--- config.mk ---
export PLATFORM = sky130hd
export DESIGN_NAME = chirp_sweep_gen
export DESIGN_NICKNAME = d
export VERILOG_FILES = /design/src/rtl/chirp_pkg.sv /design/src/rtl/chirp_sweep_gen_phase_acc.sv /design/src/rtl/chirp_sweep_gen.sv
export SDC_FILE = /design/constraint.sdc
export NUM_CORES = 1
export LEC_CHECK = 0
export ABC_CLOCK_PERIOD_IN_PS = 4700
export CORE_ASPECT_RATIO = 1.5
export CORE_MARGIN = 1
export CORE_UTILIZATION = 52
export DETAILED_ROUTE_END_ITERATION = 12
export GPL_TIMING_DRIVEN = 0
export PLACE_DENSITY = 0.84
export SKIP_LAST_GASP = 1
export SYNTH_ARGS = -nofsm -noshare
export SYNTH_HDL_FRONTEND = slang
export SYNTH_HIERARCHICAL = 1
export SYNTH_SLANG_ARGS = --single-unit
--- constraint.sdc ---
create_clock -name clk_96 -period 4.7 [get_ports clk_96]
set_clock_uncertainty 0.2 [all_clocks]
set_input_delay 1.175 -clock clk_96 [delete_from_list [all_inputs] [get_ports clk_96]]
set_output_delay 1.175 -clock clk_96 [all_outputs]
set_load 0.01 [all_outputs]
--- src/rtl/chirp_pkg.sv ---
// Shared types for the chirp sweep generator: sweep mode encodings and FSM states.
package chirp_pkg;

   localparam int unsigned MODE_W = 2;

   // Encodings 0 and 3 both select a single up-leg followed by HOLD.
   typedef enum logic [MODE_W-1:0] {
      MODE_SINGLE     = 2'd0,
      MODE_SAW        = 2'd1,
      MODE_TRI        = 2'd2,
      MODE_SINGLE_ALT = 2'd3
   } mode_t;

   typedef enum logic [1:0] {
      ST_IDLE     = 2'd0,
      ST_RUN_UP   = 2'd1,
      ST_RUN_DOWN = 2'd2,
      ST_HOLD     = 2'd3
   } state_t;

endpackage

--- src/rtl/chirp_sweep_gen_phase_acc.sv ---
// Phase accumulator feeding the NCO: synchronous clear has priority over enable.
module phase_acc #(
   parameter int unsigned PHW = 48
) (
   input  logic           clk_96,
   input  logic           rst_n,
   input  logic           clr,
   input  logic           en,
   input  logic [PHW-1:0] inc,
   output logic [PHW-1:0] phase
);

   always_ff @(posedge clk_96) begin
      if (!rst_n) begin
         phase <= '0;
      end else if (clr) begin
         phase <= '0;
      end else if (en) begin
         phase <= phase + inc;
      end
   end

endmodule

--- src/rtl/chirp_sweep_gen.sv ---
// Linear frequency sweep generator (single, sawtooth, triangle) with shadowed configuration.
module chirp_sweep_gen
   import chirp_pkg::*;
#(
   parameter int unsigned PHW = 48,
   parameter int unsigned RW  = 32,
   parameter int unsigned NW  = 16
) (
   input  logic              clk_96,
   input  logic              rst_n,
   input  logic              cfg_wr,
   input  logic [PHW-1:0]    cfg_f_start,
   input  logic [PHW-1:0]    cfg_f_step,
   input  logic [RW-1:0]     cfg_rate,
   input  logic [NW-1:0]     cfg_n_steps,
   input  logic [MODE_W-1:0] cfg_mode,
   output logic              cfg_ack,
   input  logic              start,
   output logic [PHW-1:0]    phi_inc,
   output logic [PHW-1:0]    phase,
   output logic              valid,
   output logic              busy,
   output logic              done
);

   logic [PHW-1:0] sh_f_start, sh_f_step, act_f_start, act_f_step;
   logic [RW-1:0]  sh_rate, act_rate, rate_cnt;
   logic [NW-1:0]  sh_n_steps, act_n_steps, step_cnt;
   mode_t          sh_mode, act_mode;
   state_t         state;
   logic           start_q;
   logic           start_edge;
   logic           acc_clr;

   assign start_edge = start & ~start_q;
   assign acc_clr    = start_edge | ~start;

   always_ff @(posedge clk_96) begin
      if (!rst_n) begin
         state       <= ST_IDLE;
         start_q     <= 1'b0;
         cfg_ack     <= 1'b0;
         done        <= 1'b0;
         valid       <= 1'b0;
         busy        <= 1'b0;
         phi_inc     <= '0;
         rate_cnt    <= '0;
         step_cnt    <= '0;
         sh_f_start  <= '0;
         sh_f_step   <= '0;
         sh_rate     <= '0;
         sh_n_steps  <= '0;
         sh_mode     <= MODE_SINGLE;
         act_f_start <= '0;
         act_f_step  <= '0;
         act_rate    <= '0;
         act_n_steps <= '0;
         act_mode    <= MODE_SINGLE;
      end else begin
         start_q <= start;
         cfg_ack <= cfg_wr;
         done    <= 1'b0;
         if (cfg_wr) begin
            sh_f_start <= cfg_f_start;
            sh_f_step  <= cfg_f_step;
            sh_rate    <= cfg_rate;
            sh_n_steps <= cfg_n_steps;
            sh_mode    <= mode_t'(cfg_mode);
         end
         if (start_edge) begin
            // A write landing on the start edge bypasses the shadow copy.
            act_f_start <= cfg_wr ? cfg_f_start : sh_f_start;
            act_f_step  <= cfg_wr ? cfg_f_step  : sh_f_step;
            act_rate    <= cfg_wr ? cfg_rate    : sh_rate;
            act_n_steps <= cfg_wr ? cfg_n_steps : sh_n_steps;
            act_mode    <= cfg_wr ? mode_t'(cfg_mode) : sh_mode;
            phi_inc     <= cfg_wr ? cfg_f_start : sh_f_start;
            rate_cnt    <= '0;
            step_cnt    <= '0;
            state       <= ST_RUN_UP;
            valid       <= 1'b1;
            busy        <= 1'b1;
         end else if (!start) begin
            state    <= ST_IDLE;
            phi_inc  <= '0;
            rate_cnt <= '0;
            step_cnt <= '0;
            valid    <= 1'b0;
            busy     <= 1'b0;
         end else begin
            case (state)
               ST_RUN_UP, ST_RUN_DOWN: begin
                  // Leg end is tested before the rate counter, so n_steps=0 never steps.
                  if (step_cnt == act_n_steps) begin
                     done     <= 1'b1;
                     step_cnt <= '0;
                     rate_cnt <= '0;
                     if (state == ST_RUN_DOWN) begin
                        state <= ST_RUN_UP;
                     end else begin
                        case (act_mode)
                           MODE_SAW: phi_inc <= act_f_start;
                           MODE_TRI: state   <= ST_RUN_DOWN;
                           default:  state   <= ST_HOLD;
                        endcase
                     end
                  end else if (rate_cnt == act_rate) begin
                     phi_inc  <= (state == ST_RUN_UP) ? phi_inc + act_f_step
                                                      : phi_inc - act_f_step;
                     step_cnt <= step_cnt + NW'(1);
                     rate_cnt <= '0;
                  end else begin
                     rate_cnt <= rate_cnt + RW'(1);
                  end
               end
               default: ;
            endcase
         end
      end
   end

   phase_acc #(.PHW(PHW)) u_phase_acc (
      .clk_96 (clk_96),
      .rst_n  (rst_n),
      .clr    (acc_clr),
      .en     (valid),
      .inc    (phi_inc),
      .phase  (phase)
   );

endmodule

==> out/qor.yml <==
run_status: "finished with violations"
violated_checks: "negative setup slack"
pleak_nw: 12.8
required_ns: 4.92
critical_path_peak_fanout: 9
timing.reg2reg.setup_slack_ns: -0.38
startpoint_type: "flip-flop"
grt_first_pass_wirelength_um: 131000
drt-initial-drc-count: 1564
total_standard_cell_area_after_synthesis_sq_um: 24100
clock_latency_ns: 0.58
cts_buffers: 44
synth-seq-area-share: 0.367
worstPathArrival_ns: 5.30
ff2ff_path_depth: 16
last_weighted_congestion_value_of_the_routability_driven_placer: 1.04
p_sw_frac: 0.314
post-dp-hpwl_um: 67400
max_slew_margin: 0.306
layoutNonFillerInstCount: 3746
synth_area_leaders: "sky130_fd_sc_hd__dfxtp_1 (37%), sky130_fd_sc_hd__mux2i_1 (7.4%), sky130_fd_sc_hd__ha_1 (6.0%)"
critical_path.endpoint: "phi_inc[44]$_SDFFE_PN0P_"
cellInternalPower_mw: 7.11
post_synth_num_cell_types: 77
post_cts_hold_buffer_count: 0
drtAntennaViolNets: 0
rows: 96
clk_pin_slew_ns: 0.07
seqPwrFrac: 0.399
reg2reg_to: "phi_inc[44]$_SDFFE_PN0P_"
path_cells: "or4_4 -> or4_4 -> or3_4 -> nor3_1 -> nand2_1 -> nor4_4 -> a21oi_1 -> xor2_1 -> ha_1 -> and4_4 -> nand2b_1 -> or4_1 -> o21ai_1 -> xnor2_1 -> a221oi_1 -> a21oi_1"
cts_max_path_buffers: 3
synth_flop_cell: "sky130_fd_sc_hd__dfxtp_1"
detail_route.wirelength_um: 88800
die-height_um: 266
setup.worst_path.end_class: "flip-flop"
yosysTopAreaCellShare: 0.367
critical_path.max_stage_delay_ns: 0.54
final_period_util: 1.08
drcViolationCount: 0
synth_edf_count: 0
worst_path_dominant_cell_family: "simple AND/OR/NAND/NOR gates"
drive_above_1_share: 0.0881
grt_start_max_net_pins: 15
final-hold-violation-count: 0
slowest_stage: "sky130_fd_sc_hd__or4_4"
p_sw_mw: 3.26
drv_slew: 0
syn-num-nets: 3061
path_class: "flip-flop to flip-flop"
detailedRoute.firstPassIterationCount: 6
place.port_buffers: 247
timing.critical_path.buf_inv: 0
vias_per_cell: 6.14
floorplan.core_area_sq_um: 45800
hold_path_class: "flip-flop to flip-flop"
final_net_count: 3388
area.growth.synth_to_final_pct: 24.6
layout.cells.most_common: "sky130_fd_sc_hd__dfxtp_1"
total_routing_usage_reported_by_global_routing: 0.365
regToRegStartpoint: "act_f_step[16]$_SDFFE_PN0P_"
die_footprint_sq_um: 47300
synth_async_sr_flop_share: 0
initial_core_util: 0.527
cts_root_buf: "sky130_fd_sc_hd__clkbuf_16"
grt_antenna_before_repair: 3
grt_pass1_vias: 22882
synthesis.yosys.warnings: 6
power.ir.vdd_worst_mv: 0.307
netlist_instances: 2794
power_density_nw_per_um2: 345
die_w_um: 178
detail_route.wl_per_cell_um: 23.7
max_cap_violation_count: 0
ios: 250
comb_power_share: 0.240
dp_cells: 3629
worstMarginPinSlew_ns: 1.03
routed-via-count: 22984
tritoncts: "yes"
setup_ws_ns: -0.378
grt_setup_unrepaired: "yes"
max_freq_mhz: 197
critical_path_cell_count: 16
final.min_clock_period_ns: 5.08
grt-ovfl-total: 0
netlist.top_cell.by_area: "sky130_fd_sc_hd__dfxtp_1"
cts-htree-levels: 2
layout_common_cells: "sky130_fd_sc_hd__dfxtp_1 (440), sky130_fd_sc_hd__nand2_1 (283), sky130_fd_sc_hd__clkdlybuf4s50_1 (247)"
synthesis.area_per_instance_sq_um: 8.64
power.clock.fraction: 0.360
report.final.setup_viol: 21
critPathLaunch: "act_f_step[16]$_SDFFE_PN0P_"
final_total_pwr_mw: 10.4
cts_num_sinks: 442
yosys_register_bits: 442
==> per-stage QoR <==
step | util | cell area (sq um) | TNS [ns] | worst slack, ns | hold WS [ns]
3_3_place_gp | 0.598 | 27300 | -16.75 | -1.17 | 0.253
2_1_floorplan | - | 24100 | 0 | 0.00476 | 0.243
4_1_cts | 0.639 | 29300 | -1.38 | -0.266 | 0.267
3_5_place_dp | 0.598 | 27300 | -18.87 | -1.22 | 0.258
5_1_grt | 0.657 | 30100 | -7.13 | -0.552 | 0.292
6_report | 0.657 | 30100 | -4.12 | -0.378 | 0.267
==> power groups by stage <==
stage | Combinational [mW] | Sequential (mW) | Clock, mW
after floorplan | 1.38 | 4.13 | 0
after global placement | 2.06 | 4.20 | 0
after detailed placement | 2.11 | 4.20 | 0
after CTS | 2.22 | 4.12 | 3.76
after global routing | 2.64 | 4.15 | 3.91
final | 2.49 | 4.14 | 3.74
==> worst min-delay path: stages, from the launching register on <==
cell and delay, ns:
sky130_fd_sc_hd__dfxtp_1 0.31, sky130_fd_sc_hd__nand2_1 0.05, sky130_fd_sc_hd__a21boi_0 0.06
==> state kept, by name, summed over array words and instances (netlist names) <==
name               cells
act_mode               2
cfg_ack                1
sh_f_start            48
act_f_step            48
done                   1
sh_n_steps            16
step_cnt              16
state                  2
act_rate              32
u_phase_acc/phase     48
act_n_steps           16
start_q                1
phi_inc               48
rate_cnt              32
sh_f_step             48
busy                   1
sh_mode                2
act_f_start           48
sh_rate               32
==> layout make-up <==
type | instances | area, sq um
Tap cell | 588 | 736
Buffer | 156 | 612
Fill cell | 3696 | 15700
Antenna cell | 4 | 10.0
Timing Repair Buffer | 290 | 2850
Multi-Input combinational cell | 2140 | 15300
Clock inverter | 20 | 246
Clock buffer | 59 | 1270
Sequential cell | 442 | 8860
Inverter | 47 | 176
==> per-layer routing <==
metal | vias to the layer above | share of wire | GRT usage
met5 | - | 0 | 0
li1 | 10552 | - | -
met3 | 395 | 0.062 | 0.0549
met2 | 1037 | 0.49 | 0.640
met1 | 11000 | 0.34 | 0.369
met4 | 0 | 0.10 | 0.330
==> what timing repair did <==
action                                  CTS  global route
pin swaps                                19            64
gates resized for setup                  68           104
endpoints found under the setup margin   25            34
setup buffers                            12            33
==> logic make-up (layout without fill, tap and decap cells) <==
kind of cell             after synthesis  in the layout  share of synthesized area
buffers and inverters                212            572                     0.0337
adder cells (fa/ha/maj)              117            117                     0.0613
other                                  0              4                          0
AND/OR/NAND/NOR                      962            962                      0.196
flip-flops                           442            442                      0.367
multiplexers                         186            186                     0.0775
AO/OA/AOI/OAI                        666            666                      0.189
XOR/XNOR                             209            209                     0.0762
==> synth_stat cells, drive strengths merged, types with 45 or more instances <==
library cell	number
dfxtp	442
nand4	59
nand2	287
nor2	221
mux2i	179
xor2	110
nor2b	190
clkbuf	120
buf	45
a21oi	213
xnor2	99
ha	115
o211a	115
o21ai	104
inv	46
==> how the worst min path moves through the flow <==
| stage | start | end | slack, ns | depth (start not counted) |
|---|---|---|---|---|
| 3_3_place_gp | act_f_start[36]$_SDFFE_PN0P_ | act_f_start[36]$_SDFFE_PN0P_ | 0.25 | 2 |
| 5_1_grt | act_f_start[42]$_SDFFE_PN0P_ | act_f_start[42]$_SDFFE_PN0P_ | 0.29 | 2 |
| 4_1_cts | act_f_start[42]$_SDFFE_PN0P_ | act_f_start[42]$_SDFFE_PN0P_ | 0.27 | 2 |
| 2_1_floorplan | act_f_start[26]$_SDFFE_PN0P_ | act_f_start[26]$_SDFFE_PN0P_ | 0.24 | 2 |
| 3_5_place_dp | act_f_start[42]$_SDFFE_PN0P_ | act_f_start[42]$_SDFFE_PN0P_ | 0.26 | 2 |
| 6_report | act_f_start[42]$_SDFFE_PN0P_ | act_f_start[42]$_SDFFE_PN0P_ | 0.27 | 2 |
(Power assumes the default switching activity.)
